--- src/rtl/cache_refill_if.sv ---
// Bundle of the refill engine's cache-side and memory-side signals.
// The slave modport is the refill engine; the master modport is the
// cache/memory environment that drives requests and returns read data.
interface cache_refill_if #(
    parameter int DATA_WIDTH    = 32,
    parameter int ADDRESS_WIDTH = 30,
    parameter int BLOCK_SIZE    = 3
);
    localparam int S = 1 << BLOCK_SIZE;

    logic                      req_valid;
    logic [ADDRESS_WIDTH-1:0]  req_addr;
    logic                      busy;
    logic                      block_valid;
    logic [DATA_WIDTH*S-1:0]   block_data;
    logic [ADDRESS_WIDTH-1:0]  block_addr;
    logic                      mem_rd_en;
    logic [ADDRESS_WIDTH-1:0]  mem_addr;
    logic [DATA_WIDTH-1:0]     mem_rd_data;

    modport master (
        output req_valid, req_addr, mem_rd_data,
        input  busy, block_valid, block_data, block_addr, mem_rd_en, mem_addr
    );

    modport slave (
        input  req_valid, req_addr, mem_rd_data,
        output busy, block_valid, block_data, block_addr, mem_rd_en, mem_addr
    );
endinterface

--- src/rtl/cache_refill.sv ---
// Miss-refill engine: fetches an aligned block of 2^BLOCK_SIZE words from a
// one-cycle-latency memory, assembles it into one wide bus and pulses
// block_valid for the cache fill. The core is stalled while fetching.
module cache_refill #(
    parameter int DATA_WIDTH    = 32,
    parameter int ADDRESS_WIDTH = 30,
    parameter int BLOCK_SIZE    = 3
) (
    input  logic          clk,
    input  logic          rst,
    cache_refill_if.slave bus
);
    localparam int S  = 1 << BLOCK_SIZE;
    localparam int CW = BLOCK_SIZE + 1;
    localparam logic [CW-1:0]            S_CNT    = CW'(S);
    localparam logic [CW-1:0]            LAST_CNT = CW'(S - 1);
    localparam logic [ADDRESS_WIDTH-1:0] LOW_MASK = ADDRESS_WIDTH'(S - 1);

    typedef enum logic [1:0] {IDLE, FETCH, DONE} state_t;

    state_t                     state_reg, state_next;
    logic [CW-1:0]              issue_cnt_reg, issue_cnt_next;
    logic [CW-1:0]              recv_cnt_reg, recv_cnt_next;
    logic [ADDRESS_WIDTH-1:0]   base_reg, base_next;
    logic [ADDRESS_WIDTH-1:0]   block_addr_reg, block_addr_next;
    logic [DATA_WIDTH*S-1:0]    block_data_reg;
    logic                       rd_pending_reg;
    logic                       issue_en;
    logic                       capture;
    logic [S-1:0]               wr_sel;

    // A read is outstanding in the cycle after each issue; only then is
    // mem_rd_data meaningful. Cleared by reset so late data is dropped.
    assign issue_en = (state_reg == FETCH) && (issue_cnt_reg < S_CNT);
    assign capture  = (state_reg == FETCH) && rd_pending_reg;

    // One write-select per word lane of the assembled block.
    generate
        for (genvar gi = 0; gi < S; gi++) begin : gen_sel
            assign wr_sel[gi] = capture && (recv_cnt_reg == CW'(gi));
        end
    endgenerate

    // State, counters and address registers.
    always_ff @(posedge clk or posedge rst) begin
        if (rst) begin
            state_reg      <= IDLE;
            issue_cnt_reg  <= '0;
            recv_cnt_reg   <= '0;
            base_reg       <= '0;
            block_addr_reg <= '0;
            rd_pending_reg <= 1'b0;
        end else begin
            state_reg      <= state_next;
            issue_cnt_reg  <= issue_cnt_next;
            recv_cnt_reg   <= recv_cnt_next;
            base_reg       <= base_next;
            block_addr_reg <= block_addr_next;
            rd_pending_reg <= issue_en;
        end
    end

    // Next-state logic: accept a miss, stream issues and captures, finish.
    always_comb begin
        state_next      = state_reg;
        issue_cnt_next  = issue_cnt_reg;
        recv_cnt_next   = recv_cnt_reg;
        base_next       = base_reg;
        block_addr_next = block_addr_reg;
        case (state_reg)
            IDLE: begin
                if (bus.req_valid) begin
                    base_next      = bus.req_addr & ~LOW_MASK;
                    issue_cnt_next = '0;
                    recv_cnt_next  = '0;
                    state_next     = FETCH;
                end
            end
            FETCH: begin
                if (issue_en) begin
                    issue_cnt_next = issue_cnt_reg + 1'b1;
                end
                if (capture) begin
                    recv_cnt_next = recv_cnt_reg + 1'b1;
                    if (recv_cnt_reg == LAST_CNT) begin
                        block_addr_next = base_reg;
                        state_next      = DONE;
                    end
                end
            end
            DONE: begin
                // The cache still reports the same miss here; ignore it.
                state_next = IDLE;
            end
            default: begin
                state_next = IDLE;
            end
        endcase
    end

    // Block assembly: each returning word lands in its lane; lanes not yet
    // refilled keep their previous contents.
    always_ff @(posedge clk or posedge rst) begin
        if (rst) begin
            block_data_reg <= '0;
        end else begin
            for (int i = 0; i < S; i++) begin
                if (wr_sel[i]) begin
                    block_data_reg[i*DATA_WIDTH +: DATA_WIDTH] <= bus.mem_rd_data;
                end
            end
        end
    end

    // Base is aligned, so adding the issue count never carries out of the block.
    assign bus.mem_rd_en   = issue_en;
    assign bus.mem_addr    = issue_en ? (base_reg + ADDRESS_WIDTH'(issue_cnt_reg)) : '0;
    assign bus.busy        = (state_reg == FETCH) || ((state_reg == IDLE) && bus.req_valid);
    assign bus.block_valid = (state_reg == DONE);
    assign bus.block_data  = block_data_reg;
    assign bus.block_addr  = block_addr_reg;
endmodule
--- src/flat_wrapper.sv ---
// flat-port wrapper written by rule: the top's interface ports become plain ports
module cache_refill_flat 
#(
    parameter int DATA_WIDTH    = 32,
    parameter int ADDRESS_WIDTH = 30,
    parameter int BLOCK_SIZE    = 3
)
  (clk, rst, bus_req_valid, bus_req_addr, bus_mem_rd_data, bus_busy, bus_block_valid, bus_block_data, bus_block_addr, bus_mem_rd_en, bus_mem_addr);
  cache_refill_if #(.DATA_WIDTH(DATA_WIDTH), .ADDRESS_WIDTH(ADDRESS_WIDTH), .BLOCK_SIZE(BLOCK_SIZE)) bus_i ();
  input  logic clk;
  input  logic rst;
  input wire logic [$bits(bus_i.req_valid)-1:0] bus_req_valid;
  input wire logic [$bits(bus_i.req_addr)-1:0] bus_req_addr;
  input wire logic [$bits(bus_i.mem_rd_data)-1:0] bus_mem_rd_data;
  output wire logic [$bits(bus_i.busy)-1:0] bus_busy;
  output wire logic [$bits(bus_i.block_valid)-1:0] bus_block_valid;
  output wire logic [$bits(bus_i.block_data)-1:0] bus_block_data;
  output wire logic [$bits(bus_i.block_addr)-1:0] bus_block_addr;
  output wire logic [$bits(bus_i.mem_rd_en)-1:0] bus_mem_rd_en;
  output wire logic [$bits(bus_i.mem_addr)-1:0] bus_mem_addr;
  assign bus_i.req_valid = bus_req_valid;
  assign bus_i.req_addr = bus_req_addr;
  assign bus_i.mem_rd_data = bus_mem_rd_data;
  assign bus_busy = bus_i.busy;
  assign bus_block_valid = bus_i.block_valid;
  assign bus_block_data = bus_i.block_data;
  assign bus_block_addr = bus_i.block_addr;
  assign bus_mem_rd_en = bus_i.mem_rd_en;
  assign bus_mem_addr = bus_i.mem_addr;
  cache_refill #(.DATA_WIDTH(DATA_WIDTH), .ADDRESS_WIDTH(ADDRESS_WIDTH), .BLOCK_SIZE(BLOCK_SIZE)) u_core (.clk(clk), .rst(rst), .bus(bus_i));
endmodule
--- config.mk ---
export PLATFORM = sky130hd
export DESIGN_NAME = cache_refill_flat
export DESIGN_NICKNAME = d
export VERILOG_FILES = /design/src/rtl/cache_refill_if.sv /design/src/rtl/cache_refill.sv /design/src/flat_wrapper.sv
export SDC_FILE = /design/constraint.sdc
export NUM_CORES = 1
export LEC_CHECK = 0
export CAP_MARGIN = 20
export CORE_MARGIN = 5
export CORE_UTILIZATION = 34
export CTS_CLUSTER_SIZE = 30
export DETAILED_ROUTE_END_ITERATION = 8
export PLACE_DENSITY_LB_ADDON = 0.1
export SYNTH_ARGS = -nofsm -noshare
export SYNTH_HDL_FRONTEND = slang
export SYNTH_SLANG_ARGS = --single-unit
export TNS_END_PERCENT = 10
--- constraint.sdc ---
create_clock -name clk -period 14.05 [get_ports clk]
set_input_delay 4.215 -clock clk [delete_from_list [all_inputs] [get_ports clk]]
set_output_delay 4.215 -clock clk [all_outputs]
set_load 0.03 [all_outputs]
==> results of run 1 <==
kinds of logic (layout without fill, tap and decap cells):
family          Yosys count  in the layout  share of synthesized area
compound gates           42             42                    0.02095
xor+xnor                 12             12                   0.008224
fa+ha+maj                 7              7                   0.006853
buf+inv                  53            464                    0.01909
flops                   321            321                     0.6285
mux                     311            311                     0.2739
other cells               1              4                  0.0002934
simple gates             95             95                    0.04210
worst paths after layout:
check | from | end | slack (ps)
worst max-delay path | bus_req_valid | bus_busy | 4010
worst min-delay path | u_core.bus.block_data[89] | u_core.bus.block_data[89] | 490
worst max register to register | u_core.state_reg[0] | u_core.bus.block_data[204] | 11540
worst min register to register | u_core.bus.block_data[89] | u_core.bus.block_data[89] | 490
max in group asynchronous | rst | u_core.bus.block_data[251] | 7520
min in group asynchronous | rst | u_core.bus.block_data[73] | 4260
cell type report:
| type | count | area, µm² | area share |
|---|---|---|---|
| diodes | 1 | 2.502 | 0.0001366 |
| well taps | 511 | 639.4 | 0.03489 |
| multi-input cells | 470 | 4542 | 0.2478 |
| inverters | 9 | 41.29 | 0.002253 |
| clock inverters | 8 | 68.82 | 0.003755 |
| flip-flops and latches | 321 | 8033 | 0.4383 |
| repair buffers | 391 | 3879 | 0.2117 |
| clock buffers | 56 | 1120 | 0.06111 |
synthesized netlist by cell type (3+ instances only):
cell / n / area [µm²]
dfrtp_1: 321 / 8033
buf_2: 21 / 105.1
or3_1: 7 / 43.79
nand3_1: 9 / 45.04
buf_4: 3 / 22.52
nor2_1: 15 / 56.30
mux2_2: 280 / 3153
clkbuf_1: 10 / 37.54
or4_1: 6 / 45.04
mux2_1: 30 / 337.8
a21oi_1: 14 / 70.07
o31ai_1: 6 / 45.04
nor4_1: 3 / 18.77
buf_1: 9 / 33.78
xor2_1: 7 / 61.31
and3_1: 5 / 31.28
nand2_1: 21 / 78.83
and2_1: 7 / 43.79
nand2b_1: 3 / 18.77
inv_1: 9 / 33.78
a22o_1: 5 / 43.79
ha_1: 7 / 87.58
xnor2_1: 5 / 43.79
o21ai_0: 9 / 45.04
nand4_1: 6 / 37.54
worst register-to-register path: cells and delay by family, from the launching register on:
| family | cells | cell delay [ps] |
|---|---|---|
| buffers and inverters | 1 | 400 |
| flip-flops | 1 | 540 |
| AND/OR/NAND/NOR | 3 | 1130 |
| multiplexers | 1 | 330 |
per-layer routing:
metal  part of all wire  up-vias  GRT usage  wire [µm]
met4              0.022        0    0.04722        809
met1               0.42     4299     0.2266      15660
met3              0.075       50    0.05903       2788
met2               0.48      238     0.2860      17980
li1                   -     3792          -          -
met5                  0        -          0          0
stage by stage:
stage / hold WS [ps] / total power (W) / instance area, µm²
2_1_floorplan: 489.5 / 0.003257 / 12790
3_3_place_gp: 469.2 / 0.004496 / 17130
3_5_place_dp: 480.8 / 0.004530 / 17130
4_1_cts: 493.3 / 0.005505 / 18320
5_1_grt: 511.5 / 0.005692 / 18330
6_report: 486.9 / 0.005417 / 18330
power groups by stage:
stage               registers (W)  clock network [W]  logic [W]
floorplan                 0.00248                  0   0.000775
global placement          0.00168                  0    0.00282
detailed placement        0.00170                  0    0.00283
CTS                       0.00169           0.000978    0.00284
global route              0.00175            0.00102    0.00293
finish                    0.00168           0.000943    0.00279
==> impl_metrics.yaml, run 1 <==
run_status:
  status: "finished, final reports clean"
clock_tree:
  worstSkewPairLatency_ps: 540
  cts_post_setup_buffers_inserted: 0
  cts_hold_buffers: 0
  path_clk_slew_ps: 50
  clock_sinks: 321
  cts_inserted_buffers: 37
  root_buffer: "clkbuf_16"
  cts_tree: "done"
  post_cts_resized: 0
  clk_path_buf_depth: 3
  cts_max_level: 2
die:
  die_w_um: 203.9
  start_util: 0.3417
  fp-row-count: 71
  io_pins: 384
  fp.dieArea_um2: 41570
  core_area_um2: 37400
  fp.dieH_um: 203.9
drt:
  drtPass1Iterations: 4
  viasPerCell: 4.742
  routed_wirelength_um: 37240
  vias: 8379
  initialDrtViolationCount: 261
  wl_per_cell_um: 21.07
  final_antenna_net_count: 0
  drc: 0
place:
  hpwl_um: 25110
  numPortBuffers: 377
  placed_cells: 1702
  place_ws_ps: 4007
  place.gp.congestion: 0.7611
yosys:
  ys.flop_type: "dfrtp_1"
  syn_avg_cell_area_um2: 15.18
  synth-edff-count: 0
  yosys_warnings: 0
  synthCells: 842
  synthArstFlopShare: 1.000
  yosysSeqAreaShare: 0.6285
  ys_types: 45
  ys_ff_latch: 321
  syn-cell-area_um2: 12780
power_and_ir_drop:
  switchingPower_w: 0.002212
  p_per_area_nw_per_um2: 295.6
  p_int_w: 0.003204
  power_frac_seq: 0.311
  power.share.clock: 0.174
  pwr-share-comb: 0.515
  netSwitchingFraction: 0.4084
  peakVddDrop_mv: 0.1398
  p_leak_nw: 7.632
global_routing:
  grt.total_usage: 0.1758
  grt_pass1_wl_um: 55900
  grt_max_degree: 124
  grt_pass1_vias: 8722
  antenna_found_initial: 1
  overflow: 0
layout:
  postLayoutCoreUtil: 0.4900
  final_cell_mix: "377 x clkdlybuf4s50_1, 321 x dfrtp_1, 280 x mux2_2"
  drive_above_1_share: 0.2884
  largest_register_ffs: 256
  final_common_cell: "clkdlybuf4s50_1"
  layout.nets: 1302
  fillers: 3327
  area_growth_pct: 43.39
  fin_cells: 1767
worst_hold_path:
  worstHoldPathType: "register to register"
  hold_depth: 1
sta:
  worstMarginPinSlew_ps: 1001
  fin_crit_ps: 10040
  relSlewSlack: 0.3328
  fin_ws_ps: 4008
  drv_slew: 0
  setup_viol: 0
  finalHoldViolCount: 0
  period_share: 0.7147
  rsz0062_at_grt: "false"
  fmax_mhz: 99.58
  setup_tns_ps: 0
  skew_ps: 7.707
worst_setup_path:
  crit_arrival_ps: 5830
  crit_type: "input port to primary output"
  critical-path-slowest-cell: "clkdlybuf4s50_1"
  crit_chain: "clkdlybuf4s50_1 > o21bai_1 > inv_1 > clkdlybuf4s50_1"
  crit_buf_inv: 3
  start_kind: "input port"
  cp.depth: 4
  cp_common_cell: "clkdlybuf4s50_1"
  endpoint_kind: "primary output"
  cp_max_fo: 6
  slowest_delay_ps: 640
  worstPathRequired_ps: 9840
  ff2ff_path_depth: 5
  path_delay_family: "buffers and inverters"
job:
  maxCapViolations: 0
No activity file was read; power rests on OpenSTA's default activity.
==> run 2, diff against run 1 <==
==> constraint.sdc (replaced) <==
create_clock -name clk -period 8.95 [get_ports clk]
set_input_delay 2.685 -clock clk [delete_from_list [all_inputs] [get_ports clk]]
set_output_delay 2.685 -clock clk [all_outputs]
set_load 0.03 [all_outputs]
==> impl_metrics.yaml, run 2 (synthesis results as in run 1) <==
clock_tree:
  clk_path_buf_depth: 3
  cts_inserted_buffers: 37
  cts_tree: "done"
  cts_post_setup_buffers_inserted: 0
  cts_hold_buffers: 0
  path_clk_slew_ps: 50
  worstSkewPairLatency_ps: 540
  root_buffer: "clkbuf_16"
  post_cts_resized: 0
  cts_max_level: 2
  clock_sinks: 321
power_and_ir_drop:
  power_frac_seq: 0.309
  p_leak_nw: 7.651
  switchingPower_w: 0.003471
  peakVddDrop_mv: 0.1925
  p_per_area_nw_per_um2: 464.7
  netSwitchingFraction: 0.4064
  pwr-share-comb: 0.513
  p_int_w: 0.005069
  power.share.clock: 0.178
drt:
  drc: 0
  wl_per_cell_um: 20.91
  final_antenna_net_count: 0
  top_layer: "met4"
  routed_wirelength_um: 36950
  met3_length_um: 2883
  wl_met1_um: 15560
  initialDrtViolationCount: 222
  drtPass1Iterations: 4
  vias: 8397
  viasPerCell: 4.752
  met2_length_um: 17840
layout:
  area_growth_pct: 43.78
  fillers: 3337
  largest_register_ffs: 256
  drive_above_1_share: 0.2898
  postLayoutCellArea_um2: 18380
  final_cell_mix: "377 x clkdlybuf4s50_1, 321 x dfrtp_1, 280 x mux2_2"
  final_common_cell: "clkdlybuf4s50_1"
  fin_cells: 1767
  layout.nets: 1302
  insertedDiodeCount: 0
die:
  fp-row-count: 71
  core_area_um2: 37400
  die_w_um: 203.9
  fp.dieH_um: 203.9
  io_pins: 384
  fp.dieArea_um2: 41570
  start_util: 0.3417
worst_setup_path:
  start_kind: "input port"
  cp_max_fo: 6
  crit_type: "input port to primary output"
  worstPathRequired_ps: 6270
  path_delay_family: "buffers and inverters"
  slowest_delay_ps: 660
  cp_common_cell: "clkdlybuf4s50_1"
  crit_buf_inv: 3
  crit_chain: "clkdlybuf4s50_1 > o21bai_1 > inv_1 > clkdlybuf4s50_1"
  crit_arrival_ps: 4250
  critical-path-slowest-cell: "clkdlybuf4s50_1"
  endpoint_kind: "primary output"
worst_hold_path:
  worstHoldPathType: "register to register"
place:
  placed_cells: 1702
  place.gp.congestion: 0.7316
  place_ws_ps: 2012
  hpwl_um: 24800
  place_area_um2: 17140
  numPortBuffers: 377
sta:
  setup_viol: 0
  period_share: 0.7750
  finalHoldViolCount: 0
  whs_ps: 487.5
  drv_slew: 0
  fin_crit_ps: 6936
  setup_tns_ps: 0
  fin_ws_ps: 2014
  worstMarginPinSlew_ps: 981.7
  fmax_mhz: 144.2
  relSlewSlack: 0.3455
  skew_ps: 7.882
  rsz0062_at_grt: "false"
job:
  maxCapViolations: 0
global_routing:
  grt_max_degree: 168
  grt_pass1_wl_um: 56190
  grt.total_usage: 0.1762
  antenna_found_initial: 0
  grt_pass1_vias: 8839
  overflow: 0
run_status:
  status: "finished, final reports clean"
run 2: final timing paths:
| path | from | endpoint | slack, ps | cells past startpoint |
|---|---|---|---|---|
| hold / removal | u_core.bus.block_data[93] | u_core.bus.block_data[93] | 490 | 1 |
| hold reg to reg | u_core.bus.block_data[93] | u_core.bus.block_data[93] | 490 | 1 |
| setup reg to reg | u_core.state_reg[0] | u_core.bus.block_data[116] | 6480 | 5 |
| setup / recovery | bus_req_valid | bus_busy | 2010 | 4 |
| min in group asynchronous | rst | u_core.bus.block_data[183] | 2600 | 2 |
| max in group asynchronous | rst | u_core.bus.block_data[227] | 4980 | 3 |
run 2: area by class of cell:
cell class / instances / area [µm²] / area share
flip-flops and latches: 321 / 8033 / 0.4372
multi-input cells: 470 / 4542 / 0.2472
repair buffers: 391 / 3891 / 0.2118
clock buffers: 56 / 1130 / 0.06149
well taps: 511 / 639.4 / 0.03480
clock inverters: 9 / 102.6 / 0.005584
inverters: 9 / 37.54 / 0.002043
run 2: per-layer routing:
metal	GRT usage	up-vias
met5	0	-
met4	0.04288	0
met3	0.06347	43
met2	0.2877	236
met1	0.2253	4321
li1	-	3797
run 2: stage by stage:
step           utilization  power (W)
2_1_floorplan            -   0.005114
3_3_place_gp        0.4584   0.007059
3_5_place_dp        0.4584   0.007106
4_1_cts             0.4913   0.008676
5_1_grt             0.4913   0.008989
6_report            0.4913   0.008540
run 2: power by group through the flow:
stage	combinational, W	clock, W	sequential (W)
global placement	0.00443	0	0.00263
floorplan	0.00122	0	0.00390
global route	0.00461	0.00163	0.00274
detailed placement	0.00444	0	0.00266
finish	0.00438	0.00152	0.00264
CTS	0.00446	0.00158	0.00264
==> run 3, diff against run 2 <==
==> constraint.sdc (replaced) <==
create_clock -name clk -period 6.72 [get_ports clk]
set_input_delay 2.016 -clock clk [delete_from_list [all_inputs] [get_ports clk]]
set_output_delay 2.016 -clock clk [all_outputs]
set_load 0.03 [all_outputs]
==> impl_metrics.yaml, run 3 (synthesis results as in run 1) <==
worst_setup_path:
  cp_common_cell: "clkdlybuf4s50_1"
  crit_arrival_ps: 3590
  cp_max_fo: 6
  r2r_slack_ps: 4220
  ff2ff_path_depth: 5
  start_kind: "input port"
  reg2reg_to: "u_core.bus.block_data[219]"
  crit_buf_inv: 3
  worstPathRequired_ps: 4700
  slowest_delay_ps: 650
  path_delay_family: "buffers and inverters"
  crit_chain: "clkdlybuf4s50_1 > o21bai_1 > inv_1 > clkdlybuf4s50_1"
  crit_type: "input port to primary output"
  critical-path-slowest-cell: "clkdlybuf4s50_1"
  endpoint_kind: "primary output"
  reg2reg_from: "u_core.state_reg[0]"
drt:
  wl_per_cell_um: 20.87
  drc: 0
  routed_wirelength_um: 36890
  vias: 8323
  viasPerCell: 4.708
  initialDrtViolationCount: 235
  final_antenna_net_count: 0
  drtPass1Iterations: 4
global_routing:
  overflow: 0
  grt.total_usage: 0.1762
  grt_pass1_vias: 8823
  grt_pass1_wl_um: 56550
  antenna_found_initial: 1
  grt_max_degree: 133
worst_hold_path:
  min_to: "u_core.bus.block_data[25]"
  min-delay-start: "u_core.bus.block_data[25]"
  hold_depth: 1
  worstHoldPathType: "register to register"
sta:
  setup_tns_ps: 0
  fmax_mhz: 178.5
  setup_viol: 0
  finalHoldViolCount: 0
  whs_ps: 487.7
  skew_ps: 11.32
  fin_crit_ps: 5601
  period_share: 0.8335
  drv_slew: 0
  relSlewSlack: 0.3261
  fin_ws_ps: 1119
  rsz0062_at_grt: "false"
  worstMarginPinSlew_ps: 1011
clock_tree:
  path_clk_slew_ps: 50
  cts_max_level: 2
  cts_post_setup_buffers_inserted: 0
  clk_path_buf_depth: 3
  clock_sinks: 321
  cts_tree: "done"
  cts_hold_buffers: 0
  cts_inserted_buffers: 37
  post_cts_resized: 0
  worstSkewPairLatency_ps: 530
  root_buffer: "clkbuf_16"
power_and_ir_drop:
  power_frac_seq: 0.306
  p_int_w: 0.006832
  pwr-share-comb: 0.510
  netSwitchingFraction: 0.4035
  power.share.clock: 0.184
  switchingPower_w: 0.004621
  peakVddDrop_mv: 0.2459
  p_leak_nw: 7.701
  p_per_area_nw_per_um2: 619.8
die:
  core_area_um2: 37400
  fp.dieArea_um2: 41570
  fp.dieH_um: 203.9
  start_util: 0.3417
  io_pins: 384
  fp-row-count: 71
  die_w_um: 203.9
run_status:
  status: "finished, final reports clean"
place:
  place.gp.congestion: 0.7557
  hpwl_um: 24880
  place_ws_ps: 1121
  numPortBuffers: 377
layout:
  final_cell_mix: "377 x clkdlybuf4s50_1, 321 x dfrtp_1, 280 x mux2_2"
  fillers: 3315
  drive_above_1_share: 0.2928
  regArea_um2: 8033
  postLayoutCoreUtil: 0.4941
  multi_input_area_um2: 4542
  largest_register_ffs: 256
  layout.nets: 1303
  insertedDiodeCount: 0
  final_common_cell: "clkdlybuf4s50_1"
  area_growth_pct: 44.60
job:
  maxCapViolations: 0
run 3: cell count changes in the layout (fill, tap and decap cells not counted):
cell and change:
buf_6 +1, buf_4 -2, clkbuf_8 +4, clkinv_2 -1, buf_16 +1, clkbuf_1 -3
bufinv_16 +1, buf_12 +1, clkinv_4 -1
run 3: final cells by class:
class,count,area share
clock buffer,57,0.06351
clock inverter,8,0.006432
inverter,9,0.002031
multi-input combinational,470,0.2458
sequential,321,0.4347
tap,511,0.03460
timing repair buffer,392,0.2129
run 3: worst register-to-register path, stage by stage (launching register included):
cell      delay [ps]
dfrtp_1          530
nand2b_1         190
nor3_1           520
nand2_2          440
buf_4            400
mux2_2           320
run 3: metrics by stage:
step	area, µm²	power, W	instances
2_1_floorplan	12790	0.006811	844
4_1_cts	18450	0.01163	1767
3_3_place_gp	17150	0.009406	1701
5_1_grt	18480	0.01206	1768
3_5_place_dp	17160	0.009469	1702
6_report	18480	0.01145	1768
run 3: metal layers:
metal  GRT usage  up-vias  part of all wire
li1            -     3798                 -
met1      0.2300     4260              0.42
met2      0.2853      219              0.48
met3     0.05871       44             0.079
met4     0.04409        2             0.018
met5           0        -           0.00035
run 3: worst max-delay path by stage:
stage | endpoint | start | depth (start not counted)
2_1_floorplan | u_core.base_reg[10] | rst | 1
3_3_place_gp | bus_busy | bus_req_valid | 4
3_5_place_dp | bus_busy | bus_req_valid | 4
4_1_cts | bus_busy | bus_req_valid | 4
5_1_grt | bus_busy | bus_req_valid | 4
6_report | bus_busy | bus_req_valid | 4
run 3: power by group through the flow:
stage	Sequential, W	Combinational, W	Clock, W
after floorplan	0.00519	0.00162	0
after global placement	0.00351	0.00590	0
after detailed placement	0.00355	0.00592	0
after CTS	0.00352	0.00594	0.00217
after global routing	0.00365	0.00615	0.00225
final	0.00351	0.00584	0.00211
